<file path="src/rtl/rhythm_pkg.sv">
// Shared definitions for the rhythm-game judging slice: lane layout, FSM encoding,
// scoring limits and the saturating score adder.
package rhythm_pkg;

  localparam int LANES       = 4;
  localparam int LANE_RED    = 0;
  localparam int LANE_GREEN  = 1;
  localparam int LANE_BLUE   = 2;
  localparam int LANE_YELLOW = 3;

  localparam logic [7:0]  COMBO_BONUS_CAP = 8'd15;
  localparam logic [7:0]  COMBO_MAX       = 8'd255;
  localparam logic [15:0] SCORE_MAX       = 16'hFFFF;

  typedef enum logic [1:0] {
    ST_IDLE   = 2'd0,
    ST_TRACK  = 2'd1,
    ST_WINDOW = 2'd2,
    ST_DONE   = 2'd3
  } judge_state_t;

  // Score plus row points, clamped at SCORE_MAX.
  function automatic logic [15:0] sat_add_score(input logic [15:0] score,
                                                input logic [17:0] pts);
    logic [18:0] sum;
    sum = {3'b000, score} + {1'b0, pts};
    return (sum > {3'b000, SCORE_MAX}) ? SCORE_MAX : sum[15:0];
  endfunction

endpackage

</file>
<file path="src/rtl/btn_sync_edge.sv">
// One lane button: 2-flop synchroniser into the pixel clock, then a rising-edge
// detector that yields a single-cycle press.
module btn_sync_edge (
  input  logic i_clk,
  input  logic i_rst,
  input  logic i_btn,
  output logic o_press
);

  logic r_sync1;
  logic r_sync2;
  logic r_prev;

  always_ff @(posedge i_clk or posedge i_rst) begin
    if (i_rst) begin
      r_sync1 <= 1'b0;
      r_sync2 <= 1'b0;
      r_prev  <= 1'b0;
    end else begin
      // NOTE: non-blocking assignments make this a real three-stage shift; blocking
      // ones would collapse the chain into a single flop within one evaluation.
      r_sync1 <= i_btn;
      r_sync2 <= r_sync1;
      r_prev  <= r_sync2;
    end
  end

  assign o_press = r_sync2 & ~r_prev;

endmodule

</file>
<file path="src/rtl/hit_judge.sv">
// Judges lane presses against the scrolling note row: hit mask, score, combo, miss.
// Define HIT_JUDGE_PERFECT_EN to build the perfect band (double points, perfect pulse).
module hit_judge
  import rhythm_pkg::*;
#(
  parameter logic [7:0]  TARGET_Y = 8'd40,
  parameter logic [7:0]  WINDOW   = 8'd6,
  parameter logic [15:0] BASE_PTS = 16'd10
`ifdef HIT_JUDGE_PERFECT_EN
  , parameter logic [7:0] PERFECT_WIN = 8'd1
`endif
) (
  input  logic              CLOCK_25,
  input  logic              reset,
  input  logic              row_valid,
  input  logic [LANES-1:0]  row_cmd,
  input  logic [7:0]        row_y,
  input  logic [LANES-1:0]  btn,
  output logic              row_done,
  output logic [LANES-1:0]  hit_mask,
  output logic [15:0]       score,
  output logic [7:0]        combo,
  output logic              miss,
  output logic              perfect
);

  logic [LANES-1:0] w_press;

  for (genvar g = 0; g < LANES; g++) begin : g_lane
    btn_sync_edge u_sync (
      .i_clk   (CLOCK_25),
      .i_rst   (reset),
      .i_btn   (btn[g]),
      .o_press (w_press[g])
    );
  end

  judge_state_t     r_state,    w_state_nx;
  logic [LANES-1:0] r_pending,  w_pending_nx;
  logic [LANES-1:0] r_hit_mask, w_hit_mask_nx;
  logic [15:0]      r_score,    w_score_nx;
  logic [7:0]       r_combo,    w_combo_nx;
  logic             r_miss,     w_miss_nx;

  logic             w_in_reach;
  logic             w_passed;
  logic [LANES-1:0] w_hits;
  logic [LANES-1:0] w_left;
  logic             w_stray;
  logic [7:0]       w_combo_base;
  logic [7:0]       w_bonus;
  logic [17:0]      w_pts;
  logic [17:0]      w_row_pts;

  assign w_in_reach = (row_y <= TARGET_Y + WINDOW);
  // Above the window while in WINDOW can only mean row_y wrapped past zero.
  assign w_passed   = (row_y < TARGET_Y - WINDOW) || (row_y > TARGET_Y + WINDOW);

  assign w_hits  = w_press & r_pending;
  assign w_left  = r_pending & ~w_press;
  assign w_stray = |(w_press & ~r_pending);

  // A stray press in the same cycle as the completing hit breaks the streak first.
  assign w_combo_base = w_stray ? 8'd0 : r_combo;
  assign w_bonus      = (w_combo_base > COMBO_BONUS_CAP) ? COMBO_BONUS_CAP : w_combo_base;
  assign w_pts        = {2'b00, BASE_PTS} + {10'd0, w_bonus};

`ifdef HIT_JUDGE_PERFECT_EN
  logic       r_all_perf, w_all_perf_nx;
  logic       r_perfect,  w_perfect_nx;
  logic [7:0] w_dist;
  logic       w_hit_perf;
  logic       w_row_perf;

  assign w_dist     = (row_y >= TARGET_Y) ? (row_y - TARGET_Y) : (TARGET_Y - row_y);
  assign w_hit_perf = (w_dist <= PERFECT_WIN);
  assign w_row_perf = r_all_perf && w_hit_perf;
  assign w_row_pts  = w_row_perf ? {w_pts[16:0], 1'b0} : w_pts;
  assign perfect    = r_perfect;
`else
  assign w_row_pts  = w_pts;
  assign perfect    = 1'b0;
`endif

  always_comb begin
    // NOTE: every target gets a default before the case so no path leaves a
    // variable unassigned, which would otherwise infer a latch.
    w_state_nx    = r_state;
    w_pending_nx  = r_pending;
    w_hit_mask_nx = r_hit_mask;
    w_score_nx    = r_score;
    w_combo_nx    = r_combo;
    w_miss_nx     = 1'b0;
`ifdef HIT_JUDGE_PERFECT_EN
    w_all_perf_nx = r_all_perf;
    w_perfect_nx  = 1'b0;
`endif
    unique case (r_state)
      ST_IDLE: begin
        if (row_valid) begin
          w_pending_nx  = row_cmd;
          w_hit_mask_nx = '0;
`ifdef HIT_JUDGE_PERFECT_EN
          w_all_perf_nx = 1'b1;
`endif
          w_state_nx    = (row_cmd == '0) ? ST_DONE : ST_TRACK;
        end
      end
      ST_TRACK: begin
        if (!row_valid)      w_state_nx = ST_IDLE;
        else if (w_in_reach) w_state_nx = ST_WINDOW;
      end
      ST_WINDOW: begin
        if (!row_valid) begin
          w_state_nx = ST_IDLE;
        end else begin
          w_pending_nx  = w_left;
          w_hit_mask_nx = r_hit_mask | w_hits;
          if (w_stray) w_combo_nx = 8'd0;
`ifdef HIT_JUDGE_PERFECT_EN
          if ((w_hits != '0) && !w_hit_perf) w_all_perf_nx = 1'b0;
`endif
          // The press is judged before the pass test, so a last-moment hit still counts.
          if (w_left == '0) begin
            w_score_nx = sat_add_score(r_score, w_row_pts);
            w_combo_nx = (w_combo_base == COMBO_MAX) ? COMBO_MAX : w_combo_base + 8'd1;
`ifdef HIT_JUDGE_PERFECT_EN
            w_perfect_nx = w_row_perf;
`endif
            w_state_nx = ST_DONE;
          end else if (w_passed) begin
            w_miss_nx  = 1'b1;
            w_combo_nx = 8'd0;
            w_state_nx = ST_DONE;
          end
        end
      end
      ST_DONE: begin
        if (!row_valid) w_state_nx = ST_IDLE;
      end
      default: w_state_nx = ST_IDLE;
    endcase
  end

  always_ff @(posedge CLOCK_25 or posedge reset) begin
    if (reset) begin
      r_state    <= ST_IDLE;
      r_pending  <= '0;
      r_hit_mask <= '0;
      r_score    <= '0;
      r_combo    <= '0;
      r_miss     <= 1'b0;
`ifdef HIT_JUDGE_PERFECT_EN
      r_all_perf <= 1'b0;
      r_perfect  <= 1'b0;
`endif
    end else begin
      r_state    <= w_state_nx;
      r_pending  <= w_pending_nx;
      r_hit_mask <= w_hit_mask_nx;
      r_score    <= w_score_nx;
      r_combo    <= w_combo_nx;
      r_miss     <= w_miss_nx;
`ifdef HIT_JUDGE_PERFECT_EN
      r_all_perf <= w_all_perf_nx;
      r_perfect  <= w_perfect_nx;
`endif
    end
  end

  assign row_done = (r_state == ST_DONE);
  assign hit_mask = r_hit_mask;
  assign score    = r_score;
  assign combo    = r_combo;
  assign miss     = r_miss;

endmodule

</file>
<file path="config.mk">
export PLATFORM = sky130hd
export DESIGN_NAME = hit_judge
export DESIGN_NICKNAME = d
export VERILOG_FILES = /design/src/rtl/rhythm_pkg.sv /design/src/rtl/btn_sync_edge.sv /design/src/rtl/hit_judge.sv
export SDC_FILE = /design/constraint.sdc
export NUM_CORES = 1
export LEC_CHECK = 0
export BUFFER_PORTS_ARGS = -buffer_cell sky130_fd_sc_hd__buf_2
export CAP_MARGIN = 10
export CORE_MARGIN = 2
export CORE_UTILIZATION = 35
export CTS_BUF_LIST = sky130_fd_sc_hd__clkbuf_4 sky130_fd_sc_hd__clkbuf_8 sky130_fd_sc_hd__clkbuf_16
export DETAILED_ROUTE_END_ITERATION = 8
export SKIP_CTS_REPAIR_TIMING = 1
export SYNTH_ARGS = -nofsm -noshare
export SYNTH_HDL_FRONTEND = slang
export SYNTH_SLANG_ARGS = --single-unit
</file>
<file path="constraint.sdc">
create_clock -name CLOCK_25 -period 4.8 [get_ports CLOCK_25]
set_input_delay 0.72 -clock CLOCK_25 [delete_from_list [all_inputs] [get_ports CLOCK_25]]
set_output_delay 0.72 -clock CLOCK_25 [all_outputs]
set_load 0.005 [all_outputs]
</file>
# Word level (Yosys, flattened, before mapping)

Cells that the tools add are included.

Bits of input ports: 19
Register bits: 47
Output and inout bits: 31

Magnitude comparators: 5
Eq/ne operators: 9
Mux-type cells: 25
Bitwise gates (word level): 14
Reduce and logical (&&, ||, !) cells: 10
Add/sub/neg operators: 3

Operator list:

| kind                                                                         | number |
|---|---|
| 8-bit two-way mux                                                            | 5 |
| 16-bit by 9-bit adder with 17-bit output                                     | 1 |
| 17-bit by 16-bit > comparator with 1-bit output, second input constant       | 1 |
| 16-bit two-way mux                                                           | 1 |
| 2-bit two-way mux                                                            | 8 |
| 4-bit two-way mux                                                            | 4 |
| 4-bit case mux with 2 select lines                                           | 2 |
| 4-bit bitwise AND                                                            | 3 |
| 4-bit by 8-bit adder with 9-bit output, first input constant                 | 1 |
| 8-bit by 1-bit adder with 8-bit output, second input constant                | 1 |
| 8-bit == test, second input constant                                         | 1 |
| 8-bit by 4-bit > comparator with 1-bit output, second input constant         | 1 |
| 8-bit by 6-bit > comparator with 1-bit output, second input constant         | 1 |
| 8-bit by 6-bit <= comparator with 1-bit output, second input constant        | 1 |
| 4-bit zero test                                                              | 2 |
| 8-bit by 6-bit less-than comparator with 1-bit output, second input constant | 1 |
| 4-bit inverter                                                               | 2 |
| 2-bit case mux with 4 select lines                                           | 1 |
| 2-bit inequality test, second input constant                                 | 3 |
| 3-bit AND reduction                                                          | 2 |
| 1-bit bitwise AND                                                            | 4 |
| 2-bit == test, second input constant                                         | 2 |
| 1-bit two-way mux                                                            | 4 |
| 4-bit inequality test, second input constant                                 | 1 |
| 10 further kinds                                                             | 13 |

# Logic depth before layout (Yosys ltp)

Gate-level depths: netlist of the first run.

Word-level depth: 11
Gate-level depth with buffers: 13
Gate-level depth less buffers: 12

# Modules after synthesis

Synthesis of the first run repeated with hierarchy kept, for this count alone.

Cells, all modules: 269
Area total of the unflattened synthesis: 2,815.2 sq um

Modules (own cells, without submodules):

| module        | cells an instance | instances | area an instance (sq um) |
|---|---|---|---|
| hit_judge     | 249               | 1         | 2,444.8 |
| btn_sync_edge | 5                 | 4         | 92.6 |

# Worst setup path before layout of the first run

Ideal clock, no wire load.

Path kind: reg-to-reg
Start point: reg g_lane[1].u_sync.r_sync2
End point: reg r_score[15] (netlist: score[15])
Cell stages (with the launch flop): 14
Buffers on the path: 1
Period minus slack after synthesis: 3.902 ns
Path slack: 0.898 ns
Library setup time: 0.125 ns
Arrival: 3.778 ns
Cell sequence: dfrtp_1 > nor3b_1 > nor4_2 > clkbuf_1 > o21ai_0 > ha_1 > inv_1 > ha_1 > fa_1 > a211oi_1 > nor2_1 > o41ai_1 > nor4_1 > mux2_2

Cells in the longest elaborated chain, start to end: 10

Ends and longest elaborated chain:

| what                                            | line                | RTL |
|---|---|---|
| start, declared                                 | btn_sync_edge.sv:11 | `logic r_sync2;` |
| start signal, assigned                          | btn_sync_edge.sv:23 | `r_sync2 <= r_sync1;` |
| 1-bit bitwise AND (*)                           | btn_sync_edge.sv:28 | `assign o_press = r_sync2 & ~r_prev;` |
| 4-bit bitwise AND                               | hit_judge.sv:61     | `assign w_stray = \|(w_press & ~r_pending);` |
| 4-bit OR reduction                              | hit_judge.sv:61     |  |
| 8-bit two-way mux                               | -                   |  |
| 8-bit by 4-bit > comparator with 1-bit output   | hit_judge.sv:65     | `assign w_bonus = (w_combo_base > COMBO_BONUS_CAP) ? COMBO_BONUS_CAP : w_combo_base;` |
| 8-bit two-way mux                               | hit_judge.sv:65     |  |
| 4-bit by 8-bit adder with 9-bit output          | hit_judge.sv:66     | `assign w_pts = {2'b00, BASE_PTS} + {10'd0, w_bonus};` |
| 16-bit by 9-bit adder with 17-bit output        | rhythm_pkg.sv:26    | `sum = {3'b000, score} + {1'b0, pts};` |
| 17-bit by 16-bit > comparator with 1-bit output | rhythm_pkg.sv:27    | `return (sum > {3'b000, SCORE_MAX}) ? SCORE_MAX : sum[15:0];` |
| 16-bit two-way mux                              | rhythm_pkg.sv:27    |  |
| end signal, assigned                            | hit_judge.sv:161    | `r_score <= w_score_nx;` |
| end, declared                                   | hit_judge.sv:41     | `logic [15:0] r_score, w_score_nx;` |

Every way passes the cells marked *; elsewhere a longest branch is shown, timed or not.
A chain may end at the register's enable or synchronous reset.

# Worst setup path in the final report of the first run

Ends and elaborated chain as after synthesis.

==> out/results.tsv, run 1 <==
stage	metric	value	unit
die	Core Box Area	7290	sq um
cts	Max Root-Sink Buffers	2	
timing	RSZ-0062 raised after global routing	false	
power	maximum VDD drop	233	uV
setup_path	Crit Path Category	register to register	
synthesis	Mapped Cells	269	
timing	Setup TNS Final	0	ns
setup_path	worst r2r src	g_lane[1].u_sync.r_sync2$_DFF_PP0_	
global_routing	first-pass GRT wire length	9600	um
setup_path	R2R Path End	score[15]$_DFFE_PP0P_	
power	Pwr Density	465	nW/um^2
synthesis	Synth async-reset ratio	100	%
synthesis	top post-synthesis cells by area	dfrtp_1 (44%), ha_1 (8.0%), nand2_1 (3.8%), inv_1 (2.7%), o21ai_0 (2.3%)	
route	DR pass1 iterations	4	
route	WL/cell	13.3	um
setup_path	r2r setup slk	0.84	ns
final_layout	most common cell after layout, fill and taps aside	buf_2	
route	DR vias/cell	5.23	
synthesis	share of the synthesized area in the top cell type	44.4	%
setup_path	startpoint types	register	
route	number of DRC markers in iteration 0	122	
final_layout	Layout area overhead	17.3	%
power	combinational power share	42.0	%
timing	minimum clock period	3.96	ns
synthesis	Yosys top cell by area	dfrtp_1	
place	dpl ws	0.851	ns
power	sequential share of power	36.9	%
cts	Clock Sinks	47	
job	Max Cap Viol	0	
timing	Final Hold Viols	0	
timing	period utilisation layout	82.4	%
setup_path	origin of the worst setup path	g_lane[1].u_sync.r_sync2$_DFF_PP0_	
timing	Worst-Margin Slew	0.992	ns
power	Clk pwr share	21.1	%
synthesis	sequential area share after synthesis	44.4	%
die	Initial Util	36.3	%
die	die area	8270	sq um
die	# rows	31	
timing	clock skew	0.00806	ns
route	DRC viols	0	
global_routing	largest net degree at the start of global routing	48	
final_layout	Multi-input gate area	1360	sq um
setup_path	critical path endpoint category	register	
place	Post-DP HPWL	4100	um
synthesis	Synth Register Bits	47	
cts	H-tree levels	2	
die	die span in y	91.0	um
place	routability cong.	0.812	
timing	Final Max Slew Viols	0	
final_layout	fillcell total	730	
final_layout	# nets final	357	
cts	CTS root buf	clkbuf_8	
final_layout	register area	1180	sq um
synthesis	post-synthesis cell type count	54	
timing	Final setup viols	0	
setup_path	worst path required time	5.00	ns
global_routing	vias in the first global route	2079	
global_routing	initial antenna violation count	0	
outcome	status	complete, no violations	
synthesis	warning count from the yosys run	0	
route	vias post-DR	2195	
global_routing	Total Routing Usage GR	14.1	%
cts	CTS Buf Count	5	
timing	Final WS setup	0.845	ns
global_routing	gr ovfl total	0	
synthesis	Post-synth EDFFs	0	
power	static leakage	1.53	nW
final_layout	n_diodes	0	
route	Routed WL	5590	um
route	Antenna Violating Nets Remaining	0	
synthesis	mean area per synthesized cell	9.84	sq um
synthesis	Synth Cell Area	2650	sq um
setup_path	worst setup path endpoint	score[15]$_DFFE_PP0P_	
cts	clk_lat worst skew	0.31	ns
power	Sw Share	37.0	%
final_layout	layout cells sized above 1	21.5	%
setup_path	worst reg-to-reg path cell count	12	
power	Switch Pwr	0.534	mW
timing	Max Clk Rate	253	MHz
die	I/O Pins	50	
min_path	Worst Hold Class	register to register	
timing	Max-slew headroom	33.8	%
setup_path	CP arrival	4.15	ns
timing	final hold slack	0.362	ns
cts	Clk pin slew, worst setup/hold paths	0.09	ns
final_layout	most frequent cells in the layout	buf_2 (48), dfrtp_1 (47), nand2_1 (27)	
place	PortBufs	48	
power	Int Pwr	0.908	mW
synthesis	Most used DFF post-synth	dfrtp_1	
setup_path	crit path max fanout	7	
die	Die Width	91.0	um
cts	CTS tree	built	
==> power groups by stage <==
stage | clock, mW | sequential (mW) | combinational, mW
global route | 0.332 | 0.544 | 0.697
CTS | 0.313 | 0.534 | 0.604
floorplan | 0 | 0.530 | 0.446
global placement | 0 | 0.541 | 0.593
finish | 0.305 | 0.532 | 0.605
detailed placement | 0 | 0.542 | 0.598
==> cell type report <==
cell class / instances / share of cell area (%)
multi-input cells: 197 / 43.8
flip-flops and latches: 47 / 37.9
repair buffers: 50 / 8.23
well taps: 99 / 3.99
inverters: 19 / 2.30
clock buffers: 5 / 2.22
clock inverters: 3 / 1.53
==> synthesized netlist by cell type (4+ instances only) <==
cell type   n
a21oi_1    10
a22o_1      6
a31oi_1     6
clkbuf_1    5
dfrtp_1    47
ha_1       17
inv_1      19
nand2_1    27
nand2b_1    5
nand3_1    10
nor2_1     14
nor3_1      5
nor3b_1     7
o211ai_1    4
o21ai_0    12
o22a_1      5
o31ai_1     4
or4_1       4
==> cells by family (layout without fill, tap and decap cells) <==
kind of cell    count (synthesis)  count (layout)  share of synthesized area (%)
fa+ha+maj                      18              18                           8.79
compound gates                 73              73                           19.5
buf+inv                        29              77                           4.92
simple gates                   93              93                           19.2
mux                             3               3                           1.28
flops                          47              47                           44.4
xor+xnor                        5               5                           1.66
other cells                     1               5                          0.142
==> critical path, stage by stage (launching register included) <==
cell and delay (ns):
dfrtp_1 0.41, nor3b_1 0.16, nor4_2 0.49, o21ai_0 0.17
ha_1 0.30, inv_1 0.04, ha_1 0.23, fa_1 0.44
a211oi_1 0.30, nor2_1 0.12, o41ai_1 0.75, nor4_1 0.13
mux2_2 0.30
==> worst min-delay path by stage <==
stage / cells past startpoint / endpoint / start
after floorplan: 0 / g_lane[0].u_sync.r_sync2$_DFF_PP0_ / g_lane[0].u_sync.r_sync1$_DFF_PP0_
after global placement: 0 / g_lane[0].u_sync.r_sync2$_DFF_PP0_ / g_lane[0].u_sync.r_sync1$_DFF_PP0_
after detailed placement: 0 / g_lane[2].u_sync.r_sync2$_DFF_PP0_ / g_lane[2].u_sync.r_sync1$_DFF_PP0_
after CTS: 0 / g_lane[2].u_sync.r_sync2$_DFF_PP0_ / g_lane[2].u_sync.r_sync1$_DFF_PP0_
after global routing: 0 / g_lane[0].u_sync.r_sync2$_DFF_PP0_ / g_lane[0].u_sync.r_sync1$_DFF_PP0_
final: 0 / g_lane[2].u_sync.r_sync2$_DFF_PP0_ / g_lane[2].u_sync.r_sync1$_DFF_PP0_
==> flip-flops by register name, indices dropped and copies added (netlist names) <==
register	cells
miss	1
g_lane.u_sync.r_sync1	4
r_state	2
score	16
g_lane.u_sync.r_sync2	4
g_lane.u_sync.r_prev	4
r_pending	4
combo	8
hit_mask	4
==> stage by stage <==
step | instance area (sq um) | utilization (%) | cells | power [mW]
final | 3100 | 42.6 | 420 | 1.44
after global routing | 3100 | 42.6 | 420 | 1.57
after CTS | 3100 | 42.6 | 420 | 1.45
after detailed placement | 2990 | 41.0 | 412 | 1.14
after global placement | 2990 | 41.0 | 412 | 1.13
after floorplan | 2660 | - | 273 | 0.975
==> routing by layer <==
layer  up-vias  wire length [um]  track usage [%]
li1       1085                 -                -
met1      1051              2810             19.5
met2        49              2460             22.2
met3        10               247             2.82
met4         0                81             4.80
met5         -                 0                0
(Power assumes the default switching activity.)
==> run 2, diff against run 1 <==
==> constraint.sdc (replaced) <==
create_clock -name CLOCK_25 -period 3.65 [get_ports CLOCK_25]
set_input_delay 0.5475 -clock CLOCK_25 [delete_from_list [all_inputs] [get_ports CLOCK_25]]
set_output_delay 0.5475 -clock CLOCK_25 [all_outputs]
set_load 0.005 [all_outputs]
==> out/results.tsv, run 2 (same netlist as run 1, synthesis figures left out) <==
stage	metric	value	unit
outcome	status	complete, no violations	
cts	Clock Sinks	47	
final_layout	most frequent cells in the layout	buf_2 (48), dfrtp_1 (47), nand2_1 (27)	
min_path	Worst Hold Class	input port to register	
job	Max Cap Viol	0	
route	number of DRC markers in iteration 0	76	
route	DRC viols	0	
timing	Setup TNS Final	0	ns
setup_path	CP arrival	3.63	ns
timing	period utilisation layout	93.7	%
route	vias post-DR	2212	
cts	CTS tree	built	
power	maximum VDD drop	186	uV
setup_path	startpoint types	register	
final_layout	fillcell total	743	
global_routing	Total Routing Usage GR	14.4	%
power	Switch Pwr	0.705	mW
global_routing	initial antenna violation count	0	
cts	CTS root buf	clkbuf_8	
cts	Clk pin slew, worst setup/hold paths	0.09	ns
cts	CTS Buf Count	5	
power	Int Pwr	1.18	mW
timing	minimum clock period	3.42	ns
global_routing	gr ovfl total	0	
place	Post-DP HPWL	4170	um
final_layout	# nets final	361	
power	static leakage	1.55	nW
route	DR pass1 iterations	4	
timing	clock skew	0.00643	ns
setup_path	critical path endpoint category	register	
place	routability cong.	0.820	
route	Antenna Violating Nets Remaining	0	
timing	Worst-Margin Slew	0.990	ns
power	Pwr Density	599	nW/um^2
timing	Max Clk Rate	292	MHz
setup_path	worst path required time	3.86	ns
die	Core Box Area	7290	sq um
final_layout	n_diodes	0	
cts	Max Root-Sink Buffers	2	
timing	RSZ-0062 raised after global routing	false	
global_routing	vias in the first global route	2042	
power	Clk pwr share	19.0	%
setup_path	Crit Path Category	register to register	
route	DR vias/cell	5.22	
die	die span in y	91.0	um
die	I/O Pins	50	
final_layout	most common cell after layout, fill and taps aside	buf_2	
power	Sw Share	37.4	%
route	WL/cell	13.6	um
cts	clk_lat worst skew	0.31	ns
die	# rows	31	
timing	Max-slew headroom	33.9	%
setup_path	crit path max fanout	7	
power	combinational power share	43.8	%
die	Initial Util	36.3	%
final_layout	layout cells sized above 1	23.1	%
timing	Final Max Slew Viols	0	
die	die area	8270	sq um
place	PortBufs	48	
die	Die Width	91.0	um
place	dpl ws	0.0662	ns
route	Routed WL	5760	um
timing	Final Hold Viols	0	
timing	Final WS setup	0.230	ns
global_routing	first-pass GRT wire length	9800	um
timing	Final setup viols	0	
final_layout	number of flip-flops in the largest register	16	
cts	H-tree levels	2	
global_routing	largest net degree at the start of global routing	48	
final_layout	Layout area overhead	18.8	%
power	sequential share of power	37.2	%
-- run 2: changes by cell type in the layout (fill, tap and decap cells not counted), sizes merged --
cell / previous run / this run
buf: 50 / 54
bufinv: 1 / 0
inv: 20 / 19
clkinvlp: 0 / 1
clkinv: 1 / 0
clkbuf: 5 / 7
-- run 2: final timing paths --
kind / from / endpoint / slack (ns) / cells past startpoint
max: combo[5]$_DFFE_PP0P_ / score[8]$_DFFE_PP0P_ / 0.23 / 9
min: btn[2] / g_lane[2].u_sync.r_sync1$_DFF_PP0_ / 0.34 / 1
max reg2reg: combo[5]$_DFFE_PP0P_ / score[8]$_DFFE_PP0P_ / 0.23 / 9
min reg2reg: g_lane[3].u_sync.r_sync1$_DFF_PP0_ / g_lane[3].u_sync.r_sync2$_DFF_PP0_ / 0.36 / 0
max in group asynchronous: reset / miss$_DFF_PP0_ / 2.57 / 2
min in group asynchronous: reset / hit_mask[3]$_DFFE_PP0P_ / 0.47 / 2
-- run 2: metrics by stage --
step | util, % | area [sq um] | hold slack (ns) | power (mW) | instances
finish | 43.1 | 3140 | 0.342 | 1.88 | 424
global route | 43.1 | 3140 | 0.331 | 2.04 | 424
floorplan | - | 2680 | 0.331 | 1.30 | 273
CTS | 42.8 | 3120 | 0.331 | 1.89 | 422
global placement | 41.4 | 3020 | 0.336 | 1.52 | 414
detailed placement | 41.4 | 3020 | 0.337 | 1.52 | 414
-- run 2: cell type report --
cell class,count,area [sq um],area share (%)
clock buffers,7,96.3,3.06
repair buffers,54,285,9.07
well taps,99,124,3.94
multi-input cells,197,1380,44.0
flip-flops and latches,47,1180,37.4
inverters,19,71.3,2.27
clock inverters,1,7.51,0.239
-- run 2: routing by layer --
| metal | vias up | GRT usage, % | share of wire (%) |
|---|---|---|---|
| met5 | - | 0 | 0 |
| met4 | 0 | 4.92 | 1.4 |
| met3 | 7 | 2.99 | 4.9 |
| met2 | 55 | 22.3 | 45 |
| met1 | 1060 | 19.9 | 49 |
| li1 | 1090 | - | - |
-- run 2: power groups by stage --
stage	clock network, mW	registers (mW)	logic, mW
2_1_floorplan	0	0.696	0.607
3_3_place_gp	0	0.713	0.807
3_5_place_dp	0	0.714	0.811
4_1_cts	0.369	0.703	0.815
5_1_grt	0.391	0.718	0.933
6_report	0.357	0.701	0.825
-- run 2: critical path, stage by stage, from the launching register on --
cell and delay, ns:
dfrtp_1 0.45, or4_1 0.63, o21a_1 0.21, ha_1 0.31, ha_1 0.32, a211oi_1 0.31, o21ai_0 0.20, o21ai_1 0.46
o31ai_2 0.21, o22a_1 0.21
==> run 3, diff against run 2 <==
--- a/config.mk
+++ b/config.mk
@@ -7,10 +7,13 @@
 export LEC_CHECK = 0
 export BUFFER_PORTS_ARGS = -buffer_cell sky130_fd_sc_hd__buf_2
 export CAP_MARGIN = 10
+export CELL_PAD_IN_SITES_DETAIL_PLACEMENT = 0
+export CELL_PAD_IN_SITES_GLOBAL_PLACEMENT = 1
 export CORE_MARGIN = 2
 export CORE_UTILIZATION = 35
 export CTS_BUF_LIST = sky130_fd_sc_hd__clkbuf_4 sky130_fd_sc_hd__clkbuf_8 sky130_fd_sc_hd__clkbuf_16
 export DETAILED_ROUTE_END_ITERATION = 8
+export PLACE_DENSITY_LB_ADDON = 0.1
 export SKIP_CTS_REPAIR_TIMING = 1
 export SYNTH_ARGS = -nofsm -noshare
 export SYNTH_HDL_FRONTEND = slang
==> out/results.tsv, run 3 (same netlist as run 1, synthesis figures left out) <==
stage	metric	value	unit
setup_path	worst reg-to-reg path cell count	11	
setup_path	Cell Chain, Critical Path	or4_1 > o21ai_0 > ha_1 > inv_1 > ha_1 > fa_1 > a211oi_1 > nor2_1 > o41ai_4 > nor4_1 > mux2_2	
global_routing	first-pass GRT wire length	9800	um
route	WL/cell	13.4	um
cts	Clk pin slew, worst setup/hold paths	0.10	ns
die	Core Box Area	7290	sq um
timing	Final setup viols	0	
route	Antenna Violating Nets Remaining	0	
die	die area	8270	sq um
power	sequential share of power	37.6	%
final_layout	# nets final	361	
route	DRC viols	0	
route	vias post-DR	2160	
final_layout	number of flip-flops in the largest register	16	
power	static leakage	1.54	nW
global_routing	largest net degree at the start of global routing	48	
final_layout	n_diodes	0	
setup_path	Crit Path Category	register to register	
die	I/O Pins	50	
power	combinational power share	44.6	%
timing	minimum clock period	3.35	ns
outcome	status	complete, no violations	
final_layout	most frequent cells in the layout	buf_2 (48), dfrtp_1 (47), nand2_1 (27)	
timing	Final Max Slew Viols	0	
cts	CTS tree	built	
route	met2 wire length	2660	um
final_layout	most common cell after layout, fill and taps aside	buf_2	
timing	Final Hold Viols	0	
die	# rows	31	
place	Post-DP HPWL	4160	um
setup_path	critical path endpoint category	register	
job	Max Cap Viol	0	
timing	Worst-Margin Slew	1.00	ns
route	DR vias/cell	5.09	
route	Highest Signal Layer	met4	
setup_path	CP arrival	3.55	ns
global_routing	vias in the first global route	2060	
power	Switch Pwr	0.709	mW
final_layout	Layout area overhead	18.5	%
global_routing	initial antenna violation count	0	
setup_path	r2r setup slk	0.30	ns
setup_path	Most common cell on crit path	ha_1	
route	DR pass1 iterations	4	
final_layout	layout cells sized above 1	23.4	%
route	M1 WL	2750	um
die	Die Width	91.0	um
place	routability cong.	0.766	
place	PortBufs	48	
cts	Clock Sinks	47	
power	Clk pwr share	17.8	%
timing	period utilisation layout	91.8	%
cts	Max Root-Sink Buffers	2	
timing	RSZ-0062 raised after global routing	false	
route	routed wl met3	220	um
cts	clk_lat worst skew	0.31	ns
final_layout	Finished Layout Cells	424	
power	Int Pwr	1.15	mW
timing	Max-slew headroom	32.9	%
timing	Setup TNS Final	0	ns
setup_path	Worst path slowest cell	or4_1	
setup_path	max incr delay on CP	0.61	ns
power	Pwr Density	594	nW/um^2
die	die span in y	91.0	um
setup_path	startpoint types	register	
setup_path	worst r2r src	combo[5]$_DFFE_PP0P_	
min_path	Worst Hold Endpoint	g_lane[2].u_sync.r_sync1$_DFF_PP0_	
timing	Max Clk Rate	298	MHz
cts	CTS root buf	clkbuf_8	
final_layout	fillcell total	742	
cts	CTS Buf Count	5	
route	Routed WL	5690	um
setup_path	R2R Path End	score[15]$_DFFE_PP0P_	
min_path	WHS Path Cells	1	
timing	clock skew	0.0107	ns
cts	H-tree levels	2	
place	dpl ws	0.0539	ns
global_routing	Total Routing Usage GR	14.5	%
min_path	Worst Hold Class	input port to register	
timing	final hold slack	0.343	ns
min_path	hold path start	btn[2]	
global_routing	gr ovfl total	0	
setup_path	crit path max fanout	7	
setup_path	worst path required time	3.84	ns
power	Sw Share	38.1	%
place	Placed Instances	416	
timing	Final WS setup	0.300	ns
route	number of DRC markers in iteration 0	57	
power	maximum VDD drop	286	uV
die	Initial Util	36.3	%
[run 3: layout make-up]
class	instances	area (sq um)	share of cell area [%]
clock buffer	5	68.8	2.19
clock inverter	3	23.8	0.758
inverter	19	71.3	2.27
multi-input combinational	197	1390	44.2
sequential	47	1180	37.5
tap	99	124	3.95
timing repair buffer	54	285	9.09
[run 3: worst max path at each step]
stage | from | endpoint | slack [ns] | cells after the start
after floorplan | g_lane[0].u_sync.r_sync2$_DFF_PP0_ | score[15]$_DFFE_PP0P_ | 0.05 | 13
after global placement | combo[5]$_DFFE_PP0P_ | score[4]$_DFFE_PP0P_ | 0.23 | 9
after detailed placement | combo[5]$_DFFE_PP0P_ | score[3]$_DFFE_PP0P_ | 0.05 | 9
after CTS | combo[5]$_DFFE_PP0P_ | score[3]$_DFFE_PP0P_ | 0.05 | 9
after global routing | g_lane[0].u_sync.r_sync2$_DFF_PP0_ | score[9]$_DFFE_PP0P_ | 0.05 | 14
final | combo[5]$_DFFE_PP0P_ | score[15]$_DFFE_PP0P_ | 0.30 | 11
[run 3: worst max-delay path: cells and delay by family (launching register included)]
| kind | cells | cell delay [ns] |
|---|---|---|
| muxes | 1 | 0.29 |
| DFF | 1 | 0.45 |
| and+or+nand+nor | 3 | 0.86 |
| buffers and inverters | 1 | 0.04 |
| AOI/OAI and AO/OA | 3 | 0.79 |
| adders and majority gates | 3 | 0.79 |
[run 3: power by group through the flow]
stage               Combinational [mW]  Sequential (mW)  Clock [mW]
global route                     0.947            0.717       0.369
CTS                              0.827            0.701       0.348
floorplan                        0.607            0.696           0
detailed placement               0.824            0.713           0
finish                           0.830            0.700       0.332
global placement                 0.838            0.707           0
[run 3: metal layers]
metal	vias up	GRT usage, %
li1	1089	-
met1	1022	19.6
met2	42	23.5
met3	7	2.90
met4	0	4.17
met5	-	0
[run 3: through the flow]
step / power (mW) / utilization, % / instance area [sq um]
floorplan: 1.30 / - / 2680
global placement: 1.54 / 41.6 / 3040
detailed placement: 1.54 / 41.6 / 3040
CTS: 1.88 / 42.9 / 3130
global route: 2.03 / 43.0 / 3140
finish: 1.86 / 43.0 / 3140
